**config.mk**
```make
export PLATFORM = sky130hd
export DESIGN_NAME = inst_fetch
export DESIGN_NICKNAME = d
export VERILOG_FILES = /design/src/rtl/bf8b_pkg.sv /design/src/rtl/fetch_timeout.sv /design/src/rtl/inst_fetch.sv
export SDC_FILE = /design/constraint.sdc
export NUM_CORES = 1
export LEC_CHECK = 0
export ABC_AREA = 1
export CAP_MARGIN = 20
export CORE_UTILIZATION = 45
export DETAILED_ROUTE_END_ITERATION = 10
export PLACE_DENSITY = 0.75
export SLEW_MARGIN = 20
export SYNTH_ARGS = -nofsm -noshare
export SYNTH_HDL_FRONTEND = slang
export SYNTH_HIERARCHICAL = 1
export SYNTH_SLANG_ARGS = --single-unit
```
**constraint.sdc**
```tcl
create_clock -name clk -period 2.1 [get_ports clk]
set_clock_uncertainty 0.2 [all_clocks]
set_input_delay 0.525 -clock clk [delete_from_list [all_inputs] [get_ports clk]]
set_output_delay 0.525 -clock clk [all_outputs]
set_load 0.02 [all_outputs]
```
**src/rtl/bf8b_pkg.sv**
```systemverilog
// Shared definitions for the bf8b fetch/decode slice: instruction width,
// default address width, fetch FSM state encodings and opcode constants.
package bf8b_pkg;

    localparam int INST_W     = 16;
    localparam int DEF_ADDR_W = 8;

    // Fetch FSM state encodings, kept as plain constants so legacy code that
    // compares raw 2-bit values keeps working.
    typedef logic [1:0] fetch_state_t;
    localparam fetch_state_t ST_IDLE     = 2'd0;
    localparam fetch_state_t ST_FETCH_HI = 2'd1;
    localparam fetch_state_t ST_FETCH_LO = 2'd2;
    localparam fetch_state_t ST_HOLD     = 2'd3;

    // Opcode field (inst[15:12]) values shared with decode.
    localparam logic [3:0] OP_NOP  = 4'b0000;
    localparam logic [3:0] OP_LODI = 4'b0001;
    localparam logic [3:0] OP_LOD  = 4'b0010;
    localparam logic [3:0] OP_STO  = 4'b0011;
    localparam logic [3:0] OP_ADD  = 4'b0100;
    localparam logic [3:0] OP_SUB  = 4'b0101;
    localparam logic [3:0] OP_JMP  = 4'b0110;
    localparam logic [3:0] OP_JZ   = 4'b0111;

endpackage

```
**src/rtl/fetch_timeout.sv**
```systemverilog
// Wait-cycle counter for the instruction fetch unit. Counts consecutive
// cycles spent waiting for mem_ack and flags a timeout on the cycle the
// limit is reached. Only instantiated when FETCH_TIMEOUT_EN is defined.
module fetch_timeout #(
    parameter int TIMEOUT_CYCLES = 15
) (
    input  logic clk,
    input  logic rst_n,
    input  logic busy,      // FSM is waiting on a memory read
    input  logic ack,       // memory read completed this cycle
    output logic timeout
);

    localparam int CNT_W = $clog2(TIMEOUT_CYCLES + 1);

    logic [CNT_W-1:0] wait_cnt;

    // wait_cnt holds the number of wait cycles already elapsed, so the
    // limit is hit on the edge that would complete the last allowed one.
    assign timeout = busy && !ack && (wait_cnt == CNT_W'(TIMEOUT_CYCLES - 1));

    // Count wait cycles; any ack, idle period or timeout restarts the count.
    always_ff @(posedge clk or negedge rst_n) begin
        if (!rst_n) begin
            wait_cnt <= '0;
        end else if (!busy || ack || timeout) begin
            wait_cnt <= '0;
        end else begin
            wait_cnt <= wait_cnt + CNT_W'(1);
        end
    end

endmodule

```
**src/rtl/inst_fetch.sv**
```systemverilog
// Instruction fetch unit: reads 16-bit big-endian instructions as two byte
// reads from program memory, presents them to decode with a valid/taken
// handshake, owns the program counter and handles jump redirects.
// Optional memory-wait timeout with sticky fetch_err: define FETCH_TIMEOUT_EN.
module inst_fetch
    import bf8b_pkg::*;
#(
    parameter int                ADDR_W         = DEF_ADDR_W,
    parameter logic [ADDR_W-1:0] RESET_PC       = '0,
    parameter int                TIMEOUT_CYCLES = 15
) (
    input  logic              clk,
    input  logic              rst_n,
    input  logic              en,
    output logic              mem_req,
    output logic [ADDR_W-1:0] mem_addr,
    input  logic [7:0]        mem_data,
    input  logic              mem_ack,
    output logic [INST_W-1:0] inst,
    output logic              inst_valid,
    input  logic              inst_taken,
    input  logic              jump,
    input  logic [ADDR_W-1:0] jump_addr,
    output logic [ADDR_W-1:0] pc,
    output logic              fetch_err
);

    fetch_state_t state;
    logic [7:0]   hi_byte;
    logic         timeout;

`ifdef FETCH_TIMEOUT_EN
    logic fetch_busy;

    assign fetch_busy = (state == ST_FETCH_HI) || (state == ST_FETCH_LO);

    fetch_timeout #(
        .TIMEOUT_CYCLES (TIMEOUT_CYCLES)
    ) u_fetch_timeout (
        .clk     (clk),
        .rst_n   (rst_n),
        .busy    (fetch_busy),
        .ack     (mem_ack),
        .timeout (timeout)
    );

    // Sticky error flag; a jump on the same edge takes priority over the timeout.
    always_ff @(posedge clk or negedge rst_n) begin
        if (!rst_n) begin
            fetch_err <= 1'b0;
        end else if (timeout && !jump) begin
            fetch_err <= 1'b1;
        end
    end
`else
    logic unused_timeout_cfg;

    assign timeout            = 1'b0;
    assign fetch_err          = 1'b0;
    assign unused_timeout_cfg = |TIMEOUT_CYCLES;
`endif

    // Fetch FSM: jump beats timeout beats normal sequencing.
    // NOTE: every register here is assigned with <= so all updates see the
    // pre-edge values, e.g. mem_addr<=pc in HOLD uses pc as of this cycle.
    always_ff @(posedge clk or negedge rst_n) begin
        if (!rst_n) begin
            state      <= ST_IDLE;
            pc         <= RESET_PC;
            mem_req    <= 1'b0;
            mem_addr   <= '0;
            hi_byte    <= '0;
            inst       <= '0;
            inst_valid <= 1'b0;
        end else if (jump) begin
            pc         <= jump_addr;
            mem_req    <= 1'b0;
            inst_valid <= 1'b0;
            state      <= ST_IDLE;
        end else if (timeout) begin
            // pc is untouched so a retry refetches the same instruction.
            mem_req <= 1'b0;
            state   <= ST_IDLE;
        end else begin
            case (state)
                ST_IDLE: begin
                    if (en) begin
                        mem_req  <= 1'b1;
                        mem_addr <= pc;
                        state    <= ST_FETCH_HI;
                    end
                end
                ST_FETCH_HI: begin
                    if (mem_ack) begin
                        hi_byte  <= mem_data;
                        mem_addr <= pc + ADDR_W'(1);
                        state    <= ST_FETCH_LO;
                    end
                end
                ST_FETCH_LO: begin
                    if (mem_ack) begin
                        inst       <= {hi_byte, mem_data};
                        inst_valid <= 1'b1;
                        mem_req    <= 1'b0;
                        pc         <= pc + ADDR_W'(2);
                        state      <= ST_HOLD;
                    end
                end
                ST_HOLD: begin
                    if (inst_taken) begin
                        inst_valid <= 1'b0;
                        if (en) begin
                            // Back-to-back: next request leaves on the same edge.
                            mem_req  <= 1'b1;
                            mem_addr <= pc;
                            state    <= ST_FETCH_HI;
                        end else begin
                            state <= ST_IDLE;
                        end
                    end
                end
                default: state <= ST_IDLE;
            endcase
        end
    end

endmodule

```
After elaboration in Yosys (flattened, before gate mapping):

Index checks and enable logic that the tools add are counted.

* register bits after elaboration: 44
* logic and storage cells: 55

* bitwise operators: 1
* $add $sub $neg: 2
* mux-type cells: 23
* equality and inequality tests: 9
* reduce and logical (&&, ||, !) cells: 13

Operator list (count)
* 8-bit two-way mux: 6
* 8-bit one-hot mux with 3 select lines: 1
* 3-bit != test (second input constant): 4
* 3-bit AND reduction: 4
* 2-bit two-way mux: 5
* 8-bit by 1-bit adder with 8-bit output (second input constant): 1
* 8-bit by 2-bit adder with 8-bit output (second input constant): 1
* 1-bit two-way mux: 8
* 2-bit one-hot mux with 4 select lines: 1
* 4-bit AND reduction: 2
* 3-bit nonzero test: 2
* 2-bit == test (second input constant): 2
* 2-bit != test (second input constant): 2
* 2-bit nonzero test: 2
* 4-bit nonzero test: 1
* 1-bit one-hot mux with 3 select lines: 1
* 2-bit by 1-bit == test with 1-bit output (second input constant): 1
* 2-bit logical NOT: 1
* 1-bit one-hot mux with 2 select lines: 1
* 2-bit AND reduction: 1
* 1-bit inverter: 1

Depth between registers and ports, before layout:

Gate-level depths: netlist of the first run.

* word-level depth: 4
* depth in mapped cells: 9
* gate-level depth less buffers: 8

Worst setup path after synthesis of the first run:

Ideal clock, no wire load.

* path type: register to register
* start: register state[0]
* end: register mem_addr[0]
* clock period less this slack: 1.749 ns
* setup slack: 0.351 ns
* data arrival time: 1.427 ns
* required time: 1.778 ns
* stages on the path, launching flop included: 9
* buffers on the path: 1
* cells stage by stage: dfrtp_1 > inv_1 > ha_1 > or2_4 > nor2_2 > nand3_2 > buf_6 > nand2_1 > o21ai_2

* longest elaborated chain between the ends: 3
* elaborated cells between the ends (all ways): 8
* classes of those cells: eq/ne (4); mux (1); reduce/logical (3)

RTL lines
* from (decl): line inst_fetch.sv:28 `fetch_state_t state;`
* from (signal assigned): line inst_fetch.sv:68 `state <= ST_IDLE;`
* from (signal assigned): line inst_fetch.sv:79 `state <= ST_IDLE;`
* from (signal assigned): line inst_fetch.sv:83 `state <= ST_IDLE;`
* 2-bit == test, or another cell as far along: line inst_fetch.sv:85 `case (state)`
* 2-bit != test (no line) / 3-bit nonzero test (equally long branches)
* 4-bit AND reduction (no line)
* to (signal assigned): line inst_fetch.sv:89 `mem_addr <= pc;`
* to (signal assigned): line inst_fetch.sv:96 `mem_addr <= pc + ADDR_W'(1);`
* to (signal assigned): line inst_fetch.sv:115 `mem_addr <= pc;`
* to (decl): line inst_fetch.sv:16 `output logic [ADDR_W-1:0] mem_addr,`

Parallel ways exist; a longest one is shown, timed or not.
A chain may end at the register's enable or synchronous reset.

Worst setup path after layout of the first run:

* start: register pc[1]
* end: output pc[1]

RTL lines
* from (decl): line inst_fetch.sv:24 `output logic [ADDR_W-1:0] pc,`
* from (signal assigned): line inst_fetch.sv:76 `pc <= jump_addr;`
* from (signal assigned): line inst_fetch.sv:105 `pc <= pc + ADDR_W'(2);`

No word-level cell between the ends.

==> results of run 1 <==
## logic make-up (layout without fill, tap and decap cells)
family          after synthesis  count (layout)  synth area share
simple gates                115             115             0.227
compound gates               37              37            0.0931
fa+ha+maj                     7               7            0.0402
mux                           8               8            0.0414
buf+inv                      35             105            0.0752
xor+xnor                      4               4            0.0161
other cells                   1               1           0.00172
flops                        44              44             0.505
## what timing repair did
item | 4_1_cts | 5_1_grt
gates resized for setup | 1 | 4
hold buffers | 1 | 0
setup endpoints to repair | 1 | 8
hold endpoints to repair | 12 | 0
## power groups by stage
stage / registers [mW] / logic, mW / clock network (mW)
final: 1.40 / 1.74 / 0.547
after global routing: 1.45 / 1.91 / 0.599
after CTS: 1.41 / 1.75 / 0.561
after detailed placement: 1.42 / 1.74 / 0
after global placement: 1.41 / 1.70 / 0
after floorplan: 1.73 / 0.624 / 0
## cells in the final DEF, fill, tap and decap left out, drive strengths merged, types with 8 or more instances in the layout
| cell | Yosys | routed |
|---|---|---|
| buf | 7 | 15 |
| clkdlybuf4s50 | 0 | 50 |
| dfrtp | 44 | 44 |
| inv | 27 | 27 |
| mux2 | 8 | 8 |
| nand2 | 75 | 75 |
| nand3 | 19 | 19 |
| nor2 | 16 | 16 |
| o21ai | 29 | 29 |
## metrics by stage
| step | std cells | hold slack (ps) |
|---|---|---|
| 2_1_floorplan | 251 | 29.4 |
| 3_3_place_gp | 364 | 263 |
| 3_5_place_dp | 364 | 271 |
| 4_1_cts | 373 | 290 |
| 5_1_grt | 373 | 307 |
| 6_report | 373 | 284 |
## final cells by class
cell class / instances / area [sq um]
clock buffers: 7 / 86.3
clock inverters: 1 / 7.51
fillers: 376 / 1500
inverters: 27 / 104
multi-input cells: 172 / 921
flip-flops and latches: 44 / 1100
well taps: 52 / 65.1
repair buffers: 70 / 717
## registers in the layout, summed over array words and instances, names as in the netlist
register    flops
pc              8
inst_valid      1
inst           16
state           2
mem_req         1
hi_byte         8
mem_addr        8
## routing by layer
layer | vias to the layer above | share of wire | GRT usage
li1 | 936 | - | -
met1 | 852 | 0.46 | 0.270
met2 | 62 | 0.46 | 0.332
met3 | 8 | 0.064 | 0.0577
met4 | 0 | 0.012 | 0.0610
met5 | - | 0 | 0
## path summary, 6_finish.rpt
path	to	slack, ps	cells past startpoint
setup reg to reg	mem_addr[3]$_DFFE_PN0P_	170	7
hold reg to reg	mem_addr[5]$_DFFE_PN0P_	280	2
max in group asynchronous	state[1]$_DFFE_PN0P_	960	3
min in group asynchronous	inst_valid$_DFFE_PN0P_	530	3
setup / recovery	pc[1]	80	1
hold / removal	mem_addr[5]$_DFFE_PN0P_	280	2
==> summary.txt, run 1 <==
DR vias: 1858
RSZ-0062 raised after global routing: no
critical path's top delay family: buffers and inverters
async set-reset flop share out of synthesis: 1.00
gpl congestion: 0.884
CP Class: reg -> out
kind of end point of the critical path: primary output
Area Overhead vs Synth: 37.8%
max-slew violation count: 0
CTS tree: done
reg2reg start: state[0]$_DFFE_PN0P_
Critical Path Source: pc[1]$_DFFE_PN0P_
largest net degree at the start of global routing: 45
Die H: 71.6 um
required time worst endpoint: 1370 ps
latest clock arrival within the worst-skew pair: 300 ps
Critical Path Slowest Stage Cell: clkdlybuf4s50_1
number of global-route vias before repair: 1735
Commonest cells post-synth: nand2_1 (75), dfrtp_1 (44), inv_1 (26)
status: complete, no violations
number of core rows: 24
GR Overflow Total: 0
Net Sw Frac: 0.379
most common cell in the netlist: nand2_1
clock network fraction of design power: 0.148
initial antenna violation count: 0
area leader, netlist: dfrtp_1
max incr delay on CP: 620 ps
Power Density: 1230 nW/um^2
ys flop type: dfrtp_1
Synth warnings: 6
dpl cell area: 2880 sq um
clock sinks: 44
Final Net Count: 349
boundary pin count: 57
Pleak: 1.47 nW
drt drc: 0
Bufs on Longest Clock Path: 2
Startpoint Class: flop
port buffer count: 55
Avg Synthesized Cell Area: 8.68 sq um
Final Hold Viols: 0
core footprint: 4500 sq um
FF+latch count, synth: 44
combinational fraction of design power: 0.471
fin crit period: 2020 ps
Critical Path AT: 1300 ps
Power Internal: 2.29 mW
CTS H-tree lvls: 2
max frequency: 0.494 GHz
postcts setup bufs: 0
gr usage total: 0.205
post-DP HPWL: 3510 um
count of final setup violators: 0
cell area after synthesis: 2180 sq um
cts bufs inserted: 5
number of enable flip-flop cells after synthesis: 0
top cell type's share of synthesized area: 0.505
worst min-delay path class: reg -> reg
Max Cap Viol: 0
routed vias/inst: 4.98
Syn Nets: 280
peak supply drop: 0.774 mV
fin crit share: 0.963
DR pass1 iterations: 4
worst slack, placed: -63.6 ps
critical path fanouts, max: 2
top cells by area, synth: dfrtp_1 (51%), nand2_1 (13%), o21ai_0 (5.7%), inv_1 (4.5%), mux2_2 (4.1%)
Root Driver: clkbuf_8
ant diodes: 0
Mapped Cells: 251
fraction of layout cells with a size suffix above 1: 0.118
Setup TNS: 0 ps
Yosys cell types: 32
Design Area, Final: 3000 sq um
Reg clk slew, reported paths: 80 ps
Total Wirelength: 4740 um
die outline width: 71.6 um
DR iter-0 viols: 128
Psw: 1.40 mW
die area: 5120 sq um
initial core utilization: 0.484
Sequential Power Share: 0.380
Total Power: 3.69 mW
CP bufs+invs: 1
Setup WS post-layout: 77.3 ps
sequential fraction of the synthesis area: 0.505
global-route wire length before repair: 8120 um
Hold Startpoint: mem_addr[5]$_DFFE_PN0P_
worst path cell trace: clkdlybuf4s50_1
Layout Utilization: 0.666
Final ANT Viol Nets: 0
wire per inst: 12.7 um
No activity file was read; power rests on OpenSTA's default activity.
==> inputs of run 2 (changes only) <==
PLACE_DENSITY = not set   (was 0.75)
PLACE_DENSITY_LB_ADDON = 0.05   (was not set)
==> summary.txt, run 2 (same netlist as run 1, synthesis figures left out) <==
status: complete, no violations (unchanged)
max frequency: 0.499 GHz (was 0.494 GHz)
most frequent cells in the layout: nand2_1 (75), clkdlybuf4s50_1 (50), dfrtp_1 (44) (unchanged)
number of core rows: 24 (unchanged)
wire per inst: 12.3 um (was 12.7 um)
fraction of layout cells with a size suffix above 1: 0.132 (was 0.118)
Sequential Power Share: 0.363 (was 0.380)
initial antenna violation count: 0 (unchanged)
largest net degree at the start of global routing: 28 (was 45)
die outline width: 71.6 um (unchanged)
Most flops, register: inst (unchanged)
clock network fraction of design power: 0.195 (was 0.148)
CTS tree: done (unchanged)
Reg clk slew, reported paths: 80 ps (about the same)
Bufs on Longest Clock Path: 2 (unchanged)
Final ANT Viol Nets: 0 (unchanged)
worst hold slack: 289 ps (was 284 ps)
latest clock arrival within the worst-skew pair: 290 ps (was 300 ps)
Critical Path Slowest Stage Cell: clkdlybuf4s50_1 (unchanged)
combinational fraction of design power: 0.443 (was 0.471)
Final Hold Viols: 0 (unchanged)
RSZ-0062 raised after global routing: no (unchanged)
fin crit period: 2000 ps (was 2020 ps)
count of final setup violators: 0 (unchanged)
max-slew violation count: 0 (unchanged)
DR pass1 iterations: 4 (unchanged)
GR Overflow Total: 0 (unchanged)
peak supply drop: 0.739 mV (was 0.774 mV)
Critical Path AT: 1280 ps (was 1300 ps)
post-DP HPWL: 3530 um (was 3510 um)
Max Cap Viol: 0 (unchanged)
port buffer count: 55 (unchanged)
worst min-delay path class: reg -> reg (unchanged)
max reg flops: 16 (unchanged)
ant diodes: 0 (unchanged)
most common cell after layout, fill and taps aside: nand2_1 (unchanged)
gr usage total: 0.202 (was 0.205)
global-route wire length before repair: 7950 um (was 8120 um)
Root Driver: clkbuf_8 (unchanged)
required time worst endpoint: 1370 ps (about the same)
core footprint: 4500 sq um (unchanged)
die area: 5120 sq um (unchanged)
initial core utilization: 0.484 (unchanged)
DR iter-0 viols: 79 (was 128)
DR vias: 1836 (was 1858)
drt drc: 0 (unchanged)
worst path cell trace: clkdlybuf4s50_1 (unchanged)
Total Wirelength: 4650 um (was 4740 um)
critical path fanouts, max: 2 (unchanged)
Power Internal: 2.48 mW (was 2.29 mW)
Die H: 71.6 um (unchanged)
gpl congestion: 0.952 (was 0.884)
Pleak: 1.49 nW (was 1.47 nW)
max incr delay on CP: 610 ps (was 620 ps)
routed vias/inst: 4.87 (was 4.98)
Startpoint Class: flop (unchanged)
cts bufs inserted: 5 (unchanged)
Layout Utilization: 0.673 (was 0.666)
critical path's top delay family: buffers and inverters (unchanged)
Power Density: 1280 nW/um^2 (was 1230 nW/um^2)
postcts setup bufs: 0 (unchanged)
boundary pin count: 57 (unchanged)
Setup TNS: 0 ps (unchanged)
kind of end point of the critical path: primary output (unchanged)
clock sinks: 44 (unchanged)
Net Sw Frac: 0.359 (was 0.379)
CP Class: reg -> out (unchanged)
Area Overhead vs Synth: 39.2% (was 37.8%)
fin crit share: 0.954 (was 0.963)
CTS H-tree lvls: 2 (unchanged)
number of global-route vias before repair: 1741 (was 1735)
filler cell count: 387 (was 376)
Psw: 1.39 mW (was 1.40 mW)
CP bufs+invs: 1 (unchanged)
Final Net Count: 354 (was 349)
[run 2: through the flow]
stage / worst slack [ps] / cell area [sq um] / power [mW] / instances
CTS: 27.8 / 3020 / 3.91 / 377
global placement: -67.7 / 2880 / 3.10 / 369
floorplan: 351 / 2180 / 2.35 / 251
finish: 97.1 / 3030 / 3.87 / 377
detailed placement: -134 / 2880 / 3.15 / 369
global route: 30.9 / 3030 / 4.13 / 377
[run 2: worst paths after layout]
check                                          start                       to  slack [ps]  cells after the start
worst max register to register  state[0]$_DFFE_PN0P_  mem_addr[7]$_DFFE_PN0P_         190                      7
worst min-delay path             inst[3]$_DFFE_PN0P_      inst[3]$_DFFE_PN0P_         290                      2
max in group asynchronous                      rst_n        pc[3]$_DFFE_PN0P_         710                      3
worst max-delay path               pc[2]$_DFFE_PN0P_                    pc[2]         100                      1
min in group asynchronous                      rst_n  mem_addr[1]$_DFFE_PN0P_         500                      2
worst min register to register   inst[3]$_DFFE_PN0P_      inst[3]$_DFFE_PN0P_         290                      2
[run 2: timing repair]
item / in CTS / in global routing
hold buffers: 1 / 0
endpoints found under the hold margin: 17 / 0
endpoints found under the setup margin: 2 / 10
resized for setup: 2 / 3
[run 2: area by class of cell]
type | instances | area, sq um | share of cell area
clock inverters | 2 | 60.1 | 0.0198
clock buffers | 5 | 68.8 | 0.0227
inverters | 27 | 104 | 0.0342
well taps | 52 | 65.1 | 0.0215
multi-input cells | 172 | 921 | 0.304
flip-flops and latches | 44 | 1100 | 0.363
repair buffers | 75 | 713 | 0.235
[run 2: power groups by stage]
| stage | registers [mW] | clock network [mW] | logic (mW) |
|---|---|---|---|
| finish | 1.40 | 0.753 | 1.71 |
| global route | 1.45 | 0.802 | 1.88 |
| CTS | 1.41 | 0.771 | 1.73 |
| detailed placement | 1.41 | 0 | 1.73 |
| global placement | 1.41 | 0 | 1.69 |
| floorplan | 1.73 | 0 | 0.624 |
[run 2: routing by layer]
layer	vias to the layer above	GRT usage	wire, um
li1	947	-	-
met1	840	0.277	2190
met2	44	0.320	2200
met3	5	0.0492	213
met4	0	0.0588	55
met5	-	0	0
[run 2: worst min-delay path: stages, from the launching register on]
cell and delay [ps]:
dfrtp_1 350, nand2_1 50, o21ai_0 60
